## config.mk

```make
export PLATFORM = sky130hd
export DESIGN_NAME = seq_shift_add_multiplier
export DESIGN_NICKNAME = d
export VERILOG_FILES = /design/src/rtl/seq_shift_add_multiplier_pkg.sv /design/src/rtl/seq_shift_add_multiplier_adder.sv /design/src/rtl/seq_shift_add_multiplier.sv
export SDC_FILE = /design/constraint.sdc
export NUM_CORES = 1
export LEC_CHECK = 0
export ABC_AREA = 1
export BUFFER_PORTS_ARGS = -buffer_cell sky130_fd_sc_hd__buf_4
export CORE_MARGIN = 3
export CORE_UTILIZATION = 55
export CTS_CLUSTER_SIZE = 8
export DETAILED_ROUTE_END_ITERATION = 6
export HOLD_SLACK_MARGIN = 0.03
export PLACE_DENSITY = 0.79
export SYNTH_ARGS = -nofsm -noshare
export SYNTH_HDL_FRONTEND = slang
export SYNTH_SLANG_ARGS = --single-unit
export TNS_END_PERCENT = 5
```

## constraint.sdc

```tcl
create_clock -name clk -period 8.7 [get_ports clk]
set_input_delay 1.305 -clock clk [delete_from_list [all_inputs] [get_ports clk]]
set_output_delay 1.305 -clock clk [all_outputs]
set_load 0.005 [all_outputs]
```

## src/rtl/seq_shift_add_multiplier_pkg.sv

```systemverilog
// Shared definitions for the sequential shift-add multiplier.
package seq_shift_add_multiplier_pkg;

    localparam int DEFAULT_WIDTH = 8;

    typedef enum logic [1:0] {
        ST_IDLE = 2'd0,
        ST_CALC = 2'd1,
        ST_DONE = 2'd2
    } state_t;

endpackage

```

## src/rtl/seq_shift_add_multiplier_adder.sv

```systemverilog
// Gate-level N-bit ripple-carry adder used by the multiplier datapath.
module n_bit_ripple_carry_adder
    import seq_shift_add_multiplier_pkg::*;
#(
    parameter int N = DEFAULT_WIDTH
) (
    input  logic [N-1:0] a,
    input  logic [N-1:0] b,
    input  logic         cin,
    output logic [N-1:0] sum,
    output logic         cout
);

    logic [N:0] carry;

    assign carry[0] = cin;

    // One full adder per bit, carry rippling from LSB to MSB.
    for (genvar i = 0; i < N; i++) begin : g_fa
        assign sum[i]     = a[i] ^ b[i] ^ carry[i];
        assign carry[i+1] = (a[i] & b[i]) | (carry[i] & (a[i] ^ b[i]));
    end

    assign cout = carry[N];

endmodule

```

## src/rtl/seq_shift_add_multiplier.sv

```systemverilog
// Sequential shift-add multiplier: one partial-product step per clock,
// signed operands handled as magnitudes with the sign applied at the end.
//
// state   | meaning
// --------+---------------------------------------------------------
// ST_IDLE | waiting for an operation, in_ready high
// ST_CALC | WIDTH shift-add steps in progress
// ST_DONE | product held on result until out_ready
module seq_shift_add_multiplier
    import seq_shift_add_multiplier_pkg::*;
#(
    parameter int WIDTH = DEFAULT_WIDTH
) (
    input  logic               clk,
    input  logic               reset_n,
    input  logic               in_valid,
    output logic               in_ready,
    input  logic [WIDTH-1:0]   a,
    input  logic [WIDTH-1:0]   b,
    input  logic               is_signed,
    output logic               out_valid,
    input  logic               out_ready,
    output logic [2*WIDTH-1:0] result,
    output logic               busy
);

    localparam int CNT_W = $clog2(WIDTH + 1);

    state_t             state_q;
    state_t             state_d;
    logic [WIDTH-1:0]   mcand_q;
    // Upper half accumulates partial products; the multiplier sits in the
    // lower half and shifts out as product bits shift in.
    logic [2*WIDTH-1:0] acc_q;
    logic [2*WIDTH-1:0] result_q;
    logic [CNT_W-1:0]   cnt_q;
    logic               neg_q;

    logic               accept;
    logic               last_step;
    logic [WIDTH-1:0]   a_mag;
    logic [WIDTH-1:0]   b_mag;
    logic [WIDTH-1:0]   add_sum;
    logic               add_cout;
    logic [WIDTH:0]     hi_next;
    logic [2*WIDTH-1:0] acc_step;
    logic [2*WIDTH-1:0] neg_sum;
    logic               neg_cout_unused;

    assign accept    = in_valid && (state_q == ST_IDLE);
    assign last_step = (cnt_q == CNT_W'(WIDTH - 1));

    // The most negative input maps to 2^(WIDTH-1), which still fits unsigned.
    assign a_mag = (is_signed && a[WIDTH-1]) ? ((~a) + WIDTH'(1)) : a;
    assign b_mag = (is_signed && b[WIDTH-1]) ? ((~b) + WIDTH'(1)) : b;

    n_bit_ripple_carry_adder #(.N(WIDTH)) u_acc_add (
        .a    (acc_q[2*WIDTH-1:WIDTH]),
        .b    (mcand_q),
        .cin  (1'b0),
        .sum  (add_sum),
        .cout (add_cout)
    );

    // The adder carry forms bit 2*WIDTH of the pre-shift accumulator and
    // lands in the top bit after the right shift.
    assign hi_next  = acc_q[0] ? {add_cout, add_sum} : {1'b0, acc_q[2*WIDTH-1:WIDTH]};
    assign acc_step = {hi_next, acc_q[WIDTH-1:1]};

    // Two's-complement negation of the finished product: ~acc + 1.
    n_bit_ripple_carry_adder #(.N(2*WIDTH)) u_neg_add (
        .a    (~acc_step),
        .b    ('0),
        .cin  (1'b1),
        .sum  (neg_sum),
        .cout (neg_cout_unused)
    );

    // State register.
    always_ff @(posedge clk or negedge reset_n) begin
        if (!reset_n) begin
            state_q <= ST_IDLE;
        end else begin
            state_q <= state_d;
        end
    end

    // Next-state and handshake outputs.
    always_comb begin
        state_d   = state_q;
        in_ready  = 1'b0;
        out_valid = 1'b0;
        busy      = 1'b0;
        case (state_q)
            ST_IDLE: begin
                in_ready = 1'b1;
                if (in_valid) state_d = ST_CALC;
            end
            ST_CALC: begin
                busy = 1'b1;
                if (last_step) state_d = ST_DONE;
            end
            ST_DONE: begin
                busy      = 1'b1;
                out_valid = 1'b1;
                if (out_ready) state_d = ST_IDLE;
            end
            default: state_d = ST_IDLE;
        endcase
    end

    // Operand capture at accept and one shift-add step per CALC cycle.
    always_ff @(posedge clk or negedge reset_n) begin
        if (!reset_n) begin
            mcand_q  <= '0;
            acc_q    <= '0;
            result_q <= '0;
            cnt_q    <= '0;
            neg_q    <= 1'b0;
        end else if (accept) begin
            mcand_q <= a_mag;
            acc_q   <= {{WIDTH{1'b0}}, b_mag};
            neg_q   <= is_signed && (a[WIDTH-1] ^ b[WIDTH-1]);
            cnt_q   <= '0;
        end else if (state_q == ST_CALC) begin
            acc_q <= acc_step;
            cnt_q <= cnt_q + CNT_W'(1);
            if (last_step) begin
                result_q <= neg_q ? neg_sum : acc_step;
            end
        end
    end

    assign result = result_q;

endmodule

```

==> Yosys cells after proc, flatten, opt, wreduce, memory -nomap -nowiden <==
Cells that the tools add are included.
{ "word_totals": {"latch_bits": 0, "mem_count": 0, "output_inout_bits": 19, "regBits": 47, "mem_bits_ro": 0, "in_bits": 21, "elab_cells": 111, "ram_bits": 0} }
{ "op_classes": {"n_addsub": 3, "n_mux": 15, "eq_ne": 6, "n_shift": 0, "mul": 0, "n_reduce_logical": 9, "bitwise_logic": 72, "magnitude_cmp": 0, "div": 0} }
{ "ops": {"columns": ["cell", "n"], "rows": [
  ["$mux W16", 3],
  ["$xor A1 B1 Y1", 31],
  ["$and A1 B1 Y1", 29],
  ["$add A8 B1 Y8 const B", 2],
  ["$mux W8", 2],
  ["$not A16 Y16", 1],
  ["$not A8 Y8", 2],
  ["$mux W9", 1],
  ["$mux W4", 2],
  ["$or A1 B1 Y1", 7],
  ["$mux W2", 3],
  ["$ne A2 B2 Y1 const B", 3],
  ["$pmux W2 S3", 1],
  ["$reduce_and A3 Y1", 2],
  ["$add A4 B1 Y4 const B", 1],
  ["$eq A4 B3 Y1 const B", 1],
  ["$logic_and A1 B1 Y1", 4],
  ["$mux W1", 3],
  ["$eq A2 B1 Y1 const B", 1],
  ["$eq A2 B2 Y1 const B", 1],
  ["$logic_not A2 Y1", 1],
  ["$not A1 Y1", 2],
  ["$reduce_bool A2 Y1", 1],
  ["$reduce_or A2 Y1", 1]
]} }

==> Longest topological paths before layout <==
{ "depth": {"ltp_word": 33, "depth_mapped": 19, "depth_no_buf": 19} }

==> Modules after synthesis <==
A second synthesis with hierarchy kept.
{ "hier_totals": {"hier_cells": 376, "area_unflattened_um2": 3225.6} }
{ "modules_own_cells": {"columns": ["mod", "cells_per_inst", "seq_area_each_um2", "n_inst", "area_per_inst_um2"], "rows": [
  ["seq_shift_add_multiplier", 332, 1176.1, 1, 2670.1],
  ["n_bit_ripple_carry_adder (u_neg_add)", 26, 0.0, 1, 357.8],
  ["n_bit_ripple_carry_adder (u_acc_add)", 18, 0.0, 1, 197.7]
]} }

==> Worst setup path before layout <==
No wires, ideal clock.
{ "synth_timing": {"kind": "flip-flop to flip-flop", "from": "reg mcand_q[0]", "to": "reg result_q[15], in the netlist result[15]", "setup_slack_ns": 5.256, "arrival_time_ns": 3.326, "required_time_ns": 8.582, "setup_time_ns": 0.118, "period_less_slack_ns": 3.444, "stages_incl_launch_ff": 18, "n_path_buf": 0, "path_cell_list": "dfrtp_1 -> ha_1 -> inv_1 -> fa_1 -> fa_1 -> inv_1 -> fa_1 -> fa_1 -> fa_1 -> fa_1 -> inv_1 -> fa_1 -> nand2_1 -> o21ai_1 -> nand2_1 -> nand3_1 -> nand3_1 -> nand2_1"} }
{ "synth_between": {"elab_chain_cells": 19, "word_cells_on_any_way": 35, "cone_classes": "mux (2); bitwise (33)"} }
{ "synth_lines": {"columns": ["element", "line_no", "text"], "rows": [
  ["from (decl)", "seq_shift_add_multiplier.sv:31", "logic [WIDTH-1:0] mcand_q;"],
  ["from (signal assigned)", "seq_shift_add_multiplier.sv:121", "mcand_q <= a_mag;"],
  ["$and A1 B1 Y1 (2 in a row)", "seq_shift_add_multiplier_adder.sv:21", "assign carry[i+1] = (a[i] & b[i]) | (carry[i] & (a[i] ^ b[i]));"],
  ["$or A1 B1 Y1", "seq_shift_add_multiplier_adder.sv:21", null],
  ["$and A1 B1 Y1", "seq_shift_add_multiplier_adder.sv:21", null],
  ["$or A1 B1 Y1", "seq_shift_add_multiplier_adder.sv:21", null],
  ["$and A1 B1 Y1", "seq_shift_add_multiplier_adder.sv:21", null],
  ["$or A1 B1 Y1", "seq_shift_add_multiplier_adder.sv:21", null],
  ["$and A1 B1 Y1", "seq_shift_add_multiplier_adder.sv:21", null],
  ["$or A1 B1 Y1", "seq_shift_add_multiplier_adder.sv:21", null],
  ["[... 2 more ...]", null, null],
  ["$and A1 B1 Y1", "seq_shift_add_multiplier_adder.sv:21", null],
  ["$or A1 B1 Y1", "seq_shift_add_multiplier_adder.sv:21", null],
  ["$and A1 B1 Y1 or $xor A1 B1 Y1 (tied branches)", "seq_shift_add_multiplier_adder.sv:21, seq_shift_add_multiplier_adder.sv:20", null],
  ["$or A1 B1 Y1 or $mux W9 (tied branches)", "seq_shift_add_multiplier_adder.sv:21, seq_shift_add_multiplier.sv:67", null],
  ["$mux W9 (*)", "seq_shift_add_multiplier.sv:67", "assign hi_next = acc_q[0] ? {add_cout, add_sum} : {1'b0, acc_q[2*WIDTH-1:WIDTH]};"],
  ["$not A16 Y16 or $and A1 B1 Y1 (tied branches)", "seq_shift_add_multiplier.sv:72, seq_shift_add_multiplier_adder.sv:21", null],
  ["$xor A1 B1 Y1", "seq_shift_add_multiplier_adder.sv:20", "assign sum[i] = a[i] ^ b[i] ^ carry[i];"],
  ["$mux W16 (*)", "seq_shift_add_multiplier.sv:129", "result_q <= neg_q ? neg_sum : acc_step;"],
  ["to (signal assigned)", "seq_shift_add_multiplier.sv:129", null],
  ["to (decl)", "seq_shift_add_multiplier.sv:35", "logic [2*WIDTH-1:0] result_q;"]
]} }
Every way passes the cells marked *; elsewhere a longest branch is shown, timed or not.
A chain may end at the register's enable or synchronous reset.

==> Worst setup path in the final report <==
Same ends and word-level chain as after synthesis.

==> results.cfg <==
[outcome]
status = completed

[route]
top_layer_used = met4
via_per_inst = 5.38
first_iter_violations = 123
antenna_left = 0
route.met2.wl_um = 3050
drc = 0
num_vias = 2421
post_drt_wl_per_cell_um = 13.2
wl_met3_um = 238
met1_length_um = 2530
wl_um = 5930
first_pass_iters = 4

[sta]
post-route-period-util_pct = 42.6
post-route-min-period_ns = 3.71
worst_clock_skew_ns = 0.00793
slew_viol_final = 0
fmax_mhz = 270
hold_slack_ns = 0.497
tns_ns = 0
setup_violations = 0
hold_violations = 0
slew_headroom_pct = 61.3
rsz0062_at_grt = no
worst_pin_slew_ns = 0.581

[floorplan]
rows = 25
dieArea_mm2 = 0.00608
die_h_um = 78.0
die_w_um = 78.0
io_pins = 40
start_util_pct = 58.7
coreArea_mm2 = 0.00485

[logic_synthesis]
synth_most_common_cell = nand2_1
yosys.area.top_type = dfrtp_1
synthTopCellsByCount = nand2_1 (80), inv_1 (54), dfrtp_1 (47)
syn_area_per_cell_um2 = 8.21
synth_cells = 347
netlist.area_leader.share_pct = 41.3
ys_types = 28
syn-num-nets = 395
synth_edf_count = 0
seq_area_frac_synth_pct = 41.3
yosysWarnings = 0
ys.flop_type = dfrtp_1
netlist_area_mm2 = 0.00285
ys_async_sr_fraction_pct = 100
ys_top_cells_by_area = dfrtp_1 (41%), nand2_1 (11%), ha_1 (8.8%)
synth_seq_cells = 47

[clocking]
htree_levels = 2
post-cts-setup-buffers = 0
clk_latency_ns = 0.30
clk_pin_slew_ns = 0.09
hold_buffers = 0
cts_resized = 0
numCtsBuffers = 5
cts.sinks = 47
clockBufferDepth = 2
root_buffer = clkbuf_8
cts_tree = done

[power]
power.leakage_uw = 0.00166
power.density_mw_per_mm2 = 289
irDropWorstVdd_uv = 203

[placement]
place_congestion = 0.799
port-buffer-count = 39
dp_hpwl_um = 4510

[finish]
multi_input_area_mm2 = 0.00138
area_growth_pct = 13.3
n_fill_cell = 439
regArea_mm2 = 0.00118
drive_gt1_share_pct = 13.6
diodes = 0
fin_nets = 430

[global_route]
grt-ovfl-total = 0
grt_use_total_pct = 21.6
grt_pass1_wl_um = 10400
antenna_found_initial = 0
grt_pass1_vias = 2407
grt_max_degree = 48

[worst_setup_path]
worstSetupStartpointType = flop
setup.worst_path.end_class = flop
crit_type = flop to flop
path_max_fanout = 3
rrSetupSlack_ns = 4.99
worstPathArrival_ns = 3.91
crit_required_ns = 8.90

[min_path]
hold_class = flop to flop

[flow_run]
maxCapViolCount = 0
[layer usage]
metal,GRT usage (%),vias up
met2,39.7,54
met1,25.2,1148
met4,6.82,0
met3,4.18,11
met5,0,-
li1,-,1208
[cells by family (layout without fill, tap and decap cells)]
family,after synthesis,count (layout),synth area share [%]
compound gates,75,75,14.9
xor+xnor,2,2,0.615
fa+ha+maj,27,27,13.7
buf+inv,66,102,10.1
flops,47,47,41.3
simple gates,130,130,19.3
[placed cells by master, fill, tap and decap left out, types with 2 or more instances in the layout]
cell,count
o21ai_0,23
o22ai_1,14
nand2_1,80
clkbuf_8,5
inv_1,54
nand2_4,2
ha_1,20
nand3_1,19
buf_4,39
nor2_1,22
a31oi_1,7
o211ai_1,3
nand4_1,3
xor2_1,2
o21bai_1,2
fa_1,7
a21oi_1,10
dfrtp_1,47
o221ai_1,2
o21ai_1,13
[cell type report]
| type | instances | share of cell area, % |
|---|---|---|
| multi-input combinational | 234 | 42.8 |
| inverter | 55 | 6.40 |
| timing repair buffer | 39 | 9.07 |
| clock inverter | 2 | 0.388 |
| clock buffer | 6 | 2.25 |
| tap | 67 | 2.60 |
| sequential | 47 | 36.4 |
[power by group]
group          internal (uW)  switching, uW  total, uW  leakage [uW]
logic                    178            261        439       0.00100
clock network           56.3           73.2        129     0.0000412
registers                296           68.1        364      0.000616
[critical path, stage by stage, from the launching register on]
cell	delay (ns)
dfrtp_1	0.39
ha_1	0.20
inv_1	0.07
fa_1	0.18
fa_1	0.16
inv_1	0.05
fa_1	0.37
fa_1	0.39
fa_1	0.39
fa_1	0.39
inv_1	0.08
fa_1	0.40
nand2_1	0.08
o21ai_1	0.12
nand2_1	0.11
nand3_1	0.07
nand3_1	0.11
nand2_1	0.06
[state kept, by name, indices dropped and copies added, names as in the netlist]
| name | flops |
|---|---|
| acc_q | 16 |
| cnt_q | 4 |
| mcand_q | 8 |
| neg_q | 1 |
| result | 16 |
| state_q | 2 |
[stage by stage]
stage,instance area (um^2),std cells,total power (uW),utilization [%],worst slack [ns]
after floorplan,2850,347,672,-,5.26
after global placement,3140,442,785,64.8,5.15
after detailed placement,3140,442,806,64.8,5.02
after CTS,3230,450,940,66.6,4.99
after global routing,3230,450,1030,66.6,4.77
final,3230,450,933,66.6,4.99
[worst paths after layout]
kind,start,end,cells past startpoint
worst min register to register,result[9],result[9],2
min in group asynchronous,reset_n,mcand_q[1],1
worst max-delay path,mcand_q[0],result[15],17
max in group asynchronous,reset_n,acc_q[10],1
worst max register to register,mcand_q[0],result[15],17
worst min-delay path,result[9],result[9],2
Power figures use the tool's default switching activity.
